## config.mk

```make
export PLATFORM = sky130hd
export DESIGN_NAME = mram_cmd_serializer_flat
export DESIGN_NICKNAME = d
export VERILOG_FILES = /design/src/rtl/mram_cmd_serializer_if.sv /design/src/rtl/mram_cmd_serializer.sv /design/src/flat_wrapper.sv
export SDC_FILE = /design/constraint.sdc
export NUM_CORES = 1
export LEC_CHECK = 0
export CAP_MARGIN = 30
export CORE_ASPECT_RATIO = 1.25
export CORE_UTILIZATION = 50
export DETAILED_ROUTE_END_ITERATION = 10
export PLACE_DENSITY = 0.84
export SYNTH_ARGS = -nofsm -noshare
export SYNTH_HDL_FRONTEND = slang
export SYNTH_SLANG_ARGS = --single-unit
```

## constraint.sdc

```tcl
create_clock -name clk -period 2.5 [get_ports clk]
set_clock_uncertainty 0.05 [all_clocks]
set_input_delay 0.25 -clock clk [delete_from_list [all_inputs] [get_ports clk]]
set_output_delay 0.25 -clock clk [all_outputs]
set_load 0.02 [all_outputs]
```

## src/rtl/mram_cmd_serializer_if.sv

```systemverilog
// Command/response and serial-link bundle between
// the host and the MRAM command serializer.
interface mram_cmd_serializer_if #(
  parameter int ADDR_W = 20,
  parameter int DATA_W = 16
);
  logic              cmd_valid;
  logic              cmd_ready;
  logic              cmd_write;
  logic [1:0]        cmd_byte_en;
  logic [ADDR_W-1:0] cmd_addr;
  logic [DATA_W-1:0] cmd_wdata;
  logic              rsp_valid;
  logic [DATA_W-1:0] rsp_rdata;
  logic              busy;
  logic              sps_rst;
  logic [2:0]        read_write_sel;
  logic              addr_in;
  logic              data_in;
  logic              ser_data_out;

  modport slave (
    input  cmd_valid, cmd_write, cmd_byte_en,
    input  cmd_addr, cmd_wdata, ser_data_out,
    output cmd_ready, rsp_valid, rsp_rdata, busy,
    output sps_rst, read_write_sel, addr_in, data_in
  );

  modport master (
    output cmd_valid, cmd_write, cmd_byte_en,
    output cmd_addr, cmd_wdata, ser_data_out,
    input  cmd_ready, rsp_valid, rsp_rdata, busy,
    input  sps_rst, read_write_sel, addr_in, data_in
  );
endinterface

```

## src/rtl/mram_cmd_serializer.sv

```systemverilog
// Turns one parallel MRAM command into the serial
// address/data streams and collects serial read data.
module mram_cmd_serializer #(
  parameter int ADDR_W    = 20,
  parameter int DATA_W    = 16,
  parameter int READ_LAT  = 2,
  parameter int FLUSH_CYC = 2
) (
  input logic clk,
  input logic rst,
  mram_cmd_serializer_if.slave bus
);
  localparam int CW = $clog2(ADDR_W + 1);
  localparam int HB = DATA_W / 2;

  typedef enum logic [2:0] {
    IDLE, SETUP, SHIFT, RWAIT, CAPTURE, FLUSH
  } state_t;

  state_t            r_state;
  logic [CW-1:0]     r_cnt;
  logic              r_write;
  logic [1:0]        r_be;
  logic [ADDR_W-1:0] r_addr;
  logic [DATA_W-1:0] r_wdata;
  logic [DATA_W-2:0] r_shreg;
  logic              r_cmd_ready;
  logic              r_busy;
  logic              r_sps_rst;
  logic [2:0]        r_rws;
  logic              r_addr_in;
  logic              r_data_in;
  logic              r_rsp_valid;
  logic [DATA_W-1:0] r_rsp_rdata;

  logic [1:0]        w_be;
  logic [DATA_W-1:0] w_word;
  logic [DATA_W-1:0] w_mask;

  // An all-zero byte enable means a full-word access.
  assign w_be   = (bus.cmd_byte_en == 2'b00) ?
                  2'b11 : bus.cmd_byte_en;
  assign w_word = {r_shreg, bus.ser_data_out};
  assign w_mask = {{(DATA_W-HB){r_be[1]}},
                   {HB{r_be[0]}}};

  assign bus.cmd_ready      = r_cmd_ready;
  assign bus.busy           = r_busy;
  assign bus.sps_rst        = r_sps_rst;
  assign bus.read_write_sel = r_rws;
  assign bus.addr_in        = r_addr_in;
  assign bus.data_in        = r_data_in;
  assign bus.rsp_valid      = r_rsp_valid;
  assign bus.rsp_rdata      = r_rsp_rdata;

  // Transaction sequencer; outputs registered with the next state.
  always_ff @(posedge clk or negedge rst) begin
    if (!rst) begin
      r_state     <= IDLE;
      r_cnt       <= '0;
      r_write     <= 1'b0;
      r_be        <= 2'b00;
      r_addr      <= '0;
      r_wdata     <= '0;
      r_shreg     <= '0;
      r_cmd_ready <= 1'b0;
      r_busy      <= 1'b0;
      r_sps_rst   <= 1'b1;
      r_rws       <= 3'b000;
      r_addr_in   <= 1'b0;
      r_data_in   <= 1'b0;
      r_rsp_valid <= 1'b0;
      r_rsp_rdata <= '0;
    end else begin
      r_rsp_valid <= 1'b0;
      unique case (r_state)
        IDLE: begin
          r_cmd_ready <= 1'b1;
          r_busy      <= 1'b0;
          r_sps_rst   <= 1'b1;
          r_rws       <= 3'b000;
          r_addr_in   <= 1'b0;
          r_data_in   <= 1'b0;
          if (bus.cmd_valid && r_cmd_ready) begin
            r_write     <= bus.cmd_write;
            r_be        <= w_be;
            r_addr      <= bus.cmd_addr;
            r_wdata     <= bus.cmd_write ?
                           bus.cmd_wdata : '0;
            r_cmd_ready <= 1'b0;
            r_busy      <= 1'b1;
            r_sps_rst   <= 1'b0;
            r_rws       <= {w_be, bus.cmd_write};
            r_cnt       <= '0;
            r_state     <= SETUP;
          end
        end
        SETUP: begin
          r_addr_in <= r_addr[0];
          r_data_in <= r_wdata[0];
          r_addr    <= r_addr >> 1;
          r_wdata   <= r_wdata >> 1;
          r_cnt     <= '0;
          r_state   <= SHIFT;
        end
        SHIFT: begin
          if (r_cnt == CW'(ADDR_W - 1)) begin
            r_addr_in <= 1'b0;
            r_data_in <= 1'b0;
            r_cnt     <= '0;
            if (r_write) begin
              r_sps_rst <= 1'b1;
              r_rws     <= 3'b000;
              r_state   <= FLUSH;
            end else if (READ_LAT == 0) begin
              r_state <= CAPTURE;
            end else begin
              r_state <= RWAIT;
            end
          end else begin
            r_addr_in <= r_addr[0];
            r_data_in <= r_wdata[0];
            r_addr    <= r_addr >> 1;
            r_wdata   <= r_wdata >> 1;
            r_cnt     <= r_cnt + 1'b1;
          end
        end
        RWAIT: begin
          if (r_cnt == CW'(READ_LAT - 1)) begin
            r_cnt   <= '0;
            r_state <= CAPTURE;
          end else begin
            r_cnt <= r_cnt + 1'b1;
          end
        end
        CAPTURE: begin
          r_shreg <= w_word[DATA_W-2:0];
          if (r_cnt == CW'(DATA_W - 1)) begin
            r_rsp_valid <= 1'b1;
            r_rsp_rdata <= w_word & w_mask;
            r_sps_rst   <= 1'b1;
            r_rws       <= 3'b000;
            r_cnt       <= '0;
            r_state     <= FLUSH;
          end else begin
            r_cnt <= r_cnt + 1'b1;
          end
        end
        FLUSH: begin
          if (r_cnt == CW'(FLUSH_CYC - 1)) begin
            r_cnt       <= '0;
            r_busy      <= 1'b0;
            r_cmd_ready <= 1'b1;
            r_state     <= IDLE;
          end else begin
            r_cnt <= r_cnt + 1'b1;
          end
        end
      endcase
    end
  end
endmodule

```

## src/flat_wrapper.sv

```systemverilog
// flat-port wrapper written by rule: the top's interface ports become plain ports
module mram_cmd_serializer_flat 
#(
  parameter int ADDR_W    = 20,
  parameter int DATA_W    = 16,
  parameter int READ_LAT  = 2,
  parameter int FLUSH_CYC = 2
)
  (clk, rst, bus_cmd_valid, bus_cmd_write, bus_cmd_byte_en, bus_cmd_addr, bus_cmd_wdata, bus_ser_data_out, bus_cmd_ready, bus_rsp_valid, bus_rsp_rdata, bus_busy, bus_sps_rst, bus_read_write_sel, bus_addr_in, bus_data_in);
  mram_cmd_serializer_if #(.ADDR_W(ADDR_W), .DATA_W(DATA_W)) bus_i ();
  input logic clk;
  input logic rst;
  input wire logic [$bits(bus_i.cmd_valid)-1:0] bus_cmd_valid;
  input wire logic [$bits(bus_i.cmd_write)-1:0] bus_cmd_write;
  input wire logic [$bits(bus_i.cmd_byte_en)-1:0] bus_cmd_byte_en;
  input wire logic [$bits(bus_i.cmd_addr)-1:0] bus_cmd_addr;
  input wire logic [$bits(bus_i.cmd_wdata)-1:0] bus_cmd_wdata;
  input wire logic [$bits(bus_i.ser_data_out)-1:0] bus_ser_data_out;
  output wire logic [$bits(bus_i.cmd_ready)-1:0] bus_cmd_ready;
  output wire logic [$bits(bus_i.rsp_valid)-1:0] bus_rsp_valid;
  output wire logic [$bits(bus_i.rsp_rdata)-1:0] bus_rsp_rdata;
  output wire logic [$bits(bus_i.busy)-1:0] bus_busy;
  output wire logic [$bits(bus_i.sps_rst)-1:0] bus_sps_rst;
  output wire logic [$bits(bus_i.read_write_sel)-1:0] bus_read_write_sel;
  output wire logic [$bits(bus_i.addr_in)-1:0] bus_addr_in;
  output wire logic [$bits(bus_i.data_in)-1:0] bus_data_in;
  assign bus_i.cmd_valid = bus_cmd_valid;
  assign bus_i.cmd_write = bus_cmd_write;
  assign bus_i.cmd_byte_en = bus_cmd_byte_en;
  assign bus_i.cmd_addr = bus_cmd_addr;
  assign bus_i.cmd_wdata = bus_cmd_wdata;
  assign bus_i.ser_data_out = bus_ser_data_out;
  assign bus_cmd_ready = bus_i.cmd_ready;
  assign bus_rsp_valid = bus_i.rsp_valid;
  assign bus_rsp_rdata = bus_i.rsp_rdata;
  assign bus_busy = bus_i.busy;
  assign bus_sps_rst = bus_i.sps_rst;
  assign bus_read_write_sel = bus_i.read_write_sel;
  assign bus_addr_in = bus_i.addr_in;
  assign bus_data_in = bus_i.data_in;
  mram_cmd_serializer #(.ADDR_W(ADDR_W), .DATA_W(DATA_W), .READ_LAT(READ_LAT), .FLUSH_CYC(FLUSH_CYC)) u_core (.clk(clk), .rst(rst), .bus(bus_i));
endmodule
```

==> flow_summary.yaml <==
grt:
  grt_use_total_pct: 19.7
  antenna_found_initial: 0
  grtUsageMet1_pct: 24.5
  grt_max_degree: 66
  grt_use_met2_pct: 33.7
  grt_busiest_layer: "met2"
  grt_pass1_vias: 2984
  grtUsageMet3_pct: 4.92
  grt_pass1_wl_um: 13800
  grt_overflow: 0
yosys:
  ys_types: 45
  ys_warn_count: 0
  synthFlopType: "dfrtp_1"
  synth_area_sq_um: 4180
  yosysSeqAreaShare_pct: 52.1
  synth_edf_count: 0
  synth_cells: 390
  synth-seq-cells: 87
  synth_area_per_cell_sq_um: 10.7
  synthArstFlopShare_pct: 100
  syn-num-nets: 437
job:
  cap_violations: 0
worst_setup_path:
  cp_top_family: "simple AND/OR/NAND/NOR gates"
  max_stage_delay_ns: 0.73
  worstPathArrival_ns: 2.23
  crit_required_ns: 2.67
  critPathCaptureType: "flop"
  critPathBufInv: 1
  path_class: "flop to flop"
  cp_slowest_cell: "dfrtp_1"
  crit_path_start_kind: "flop"
  crit_chain: "nor3b_2 > buf_4 > nand2_2 > nand2_1 > o21ai_0"
  rrSetupSlack_ns: 0.44
  critPathMaxFanout: 33
power_and_ir_drop:
  p_leak_uw: 0.00217
  power.density_nw_per_um2: 1130
  peakVddDrop_mv: 0.652
finish:
  multi_input_area_sq_um: 1780
  drive_gt1_share_pct: 13.6
  regArea_sq_um: 2180
  fin_nets: 492
  final_common_cell: "dfrtp_1"
  antenna_cells: 0
  syn2layout_area_growth_pct: 22.4
  final_cell_mix: "dfrtp_1, clkdlybuf4s50_1, nand2_1"
  n_fill_cell: 630
clock_network:
  post_cts_resized: 0
  cts_tree: "yes"
  cts_sinks: 87
  clkLatencyLatePin_ns: 0.36
  cts_buffers: 9
  post-cts-setup-buffers: 0
  cts-root-buf: "clkbuf_8"
  cts.clk_slew.worst_paths_ns: 0.09
  clockBufferDepth: 2
  htree_levels: 3
  holdBufCountCts: 1
route:
  avgRoutedWirePerCell_um: 15.1
  antenna_left: 0
  routed_wl_um: 8250
  drtPass1Iterations: 7
  vias: 3138
  routed_via_density: 5.76
  drtIter0Drc: 183
  remaining_drc_errors: 10
timing:
  fin_ws_ns: 0.436
  fmax_ghz: 0.485
  finalCritPeriodShare_pct: 82.5
  period_needed_ns: 2.06
  finalHoldViolations: 0
  setup_viol: 0
  worst_pin_slew_ns: 0.717
  maxSlewViolCount: 0
  max-slew-margin-rel_pct: 52.0
  fin_tns_setup_ns: 0
  rsz0062_at_grt: "no"
floorplanning:
  initial_utilization_pct: 52.5
  pin_count: 68
  rows: 36
  core-area_sq_um: 7970
  die_h_um: 104
  die_w_um: 83.8
  die_area_sq_um: 8740
placed_design:
  place_congestion: 0.832
  portBuffers: 67
  place_ws_ns: 0.417
  dp_hpwl_um: 5530
outcome:
  violations: "design-rule violations"
  status: "complete, but fails checks"
hold_path:
  worstHoldPathType: "input pin to asynchronous set/reset pin"
[Yosys cell counts, types with 2 or more instances]
| master | count | area share, % |
|---|---|---|
| buf_2 | 13 | 1.6 |
| nand3b_1 | 14 | 2.5 |
| mux2_2 | 22 | 5.9 |
| nand3_1 | 5 | 0.60 |
| nand2_1 | 57 | 5.1 |
| and2b_2 | 2 | 0.42 |
| nor3b_1 | 2 | 0.36 |
| a21oi_1 | 41 | 4.9 |
| inv_1 | 10 | 0.90 |
| o21ai_0 | 21 | 2.5 |
| dfrtp_1 | 86 | 51 |
| a22o_1 | 5 | 1.0 |
| nor2b_1 | 2 | 0.30 |
| buf_6 | 7 | 1.9 |
| nor2_1 | 6 | 0.54 |
| buf_1 | 4 | 0.36 |
| a41oi_1 | 14 | 2.9 |
| a31oi_1 | 20 | 3.0 |
| buf_4 | 3 | 0.54 |
| nand2b_1 | 4 | 0.60 |
| clkbuf_1 | 5 | 0.45 |
| a21o_1 | 2 | 0.36 |
| mux2i_1 | 19 | 4.5 |
| ha_1 | 4 | 1.2 |
| a21oi_2 | 2 | 0.42 |
[report_power, final]
part           switching, uW  internal (uW)  total (uW)
clock network            512            596        1110
registers                392           1870        2260
logic                   1270           1150        2420
total                   2170           3620        5790
[state kept, by name, summed over array words and instances, names as in the netlist, 2 cells and up]
register                   flops
u_core.r_wdata                16
u_core.r_shreg                15
u_core.bus.rsp_rdata          16
u_core.r_addr                 20
u_core.bus.read_write_sel      3
u_core.r_cnt                   5
u_core.r_be                    2
u_core.r_state                 3
[through the flow]
stage | hold WS (ns) | total power, uW | cell area [sq um] | std cells | util (%)
after floorplan | -0.0956 | 4190 | 4180 | 390 | -
after global placement | 0.209 | 4590 | 4880 | 528 | 61.2
after detailed placement | 0.219 | 4710 | 4880 | 528 | 61.2
after CTS | 0.377 | 5820 | 5120 | 545 | 64.2
after global routing | 0.397 | 6190 | 5120 | 545 | 64.2
final | 0.360 | 5790 | 5120 | 545 | 64.2
[cells by family after synthesis]
kind of cell             after synthesis  synth area share (%)
AO/OA/AOI/OAI                        115                  17.9
AND/OR/NAND/NOR                      100                  12.6
flip-flops                            87                  52.1
buffers and inverters                 43                  5.77
multiplexers                          41                  10.5
adder cells (fa/ha/maj)                4                  1.20
[layer usage]
metal,wire (um),share of wire [%]
met5,0,0
met3,371,4.5
met4,121,1.5
met2,4230,51
met1,3520,43
[path summary, 6_finish.rpt]
path                                    startpoint                        to  cells past startpoint
worst min-delay path                           rst  u_core.bus.rsp_rdata[11]                      2
worst max register to register   u_core.r_state[2]   u_core.bus.rsp_rdata[2]                      5
max in group asynchronous                      rst         u_core.r_addr[15]                      3
worst max-delay path             u_core.r_state[2]   u_core.bus.rsp_rdata[2]                      5
min in group clk                u_core.bus.sps_rst        u_core.bus.sps_rst                      2
worst min register to register  u_core.bus.sps_rst        u_core.bus.sps_rst                      2
[final cells by class]
type,count,share of cell area (%)
flip-flops and latches,87,42.6
inverters,11,0.807
clock inverters,6,1.78
clock buffers,10,2.69
repair buffers,76,15.2
multi-input cells,260,34.7
well taps,95,2.32
(Power assumes the default switching activity.)
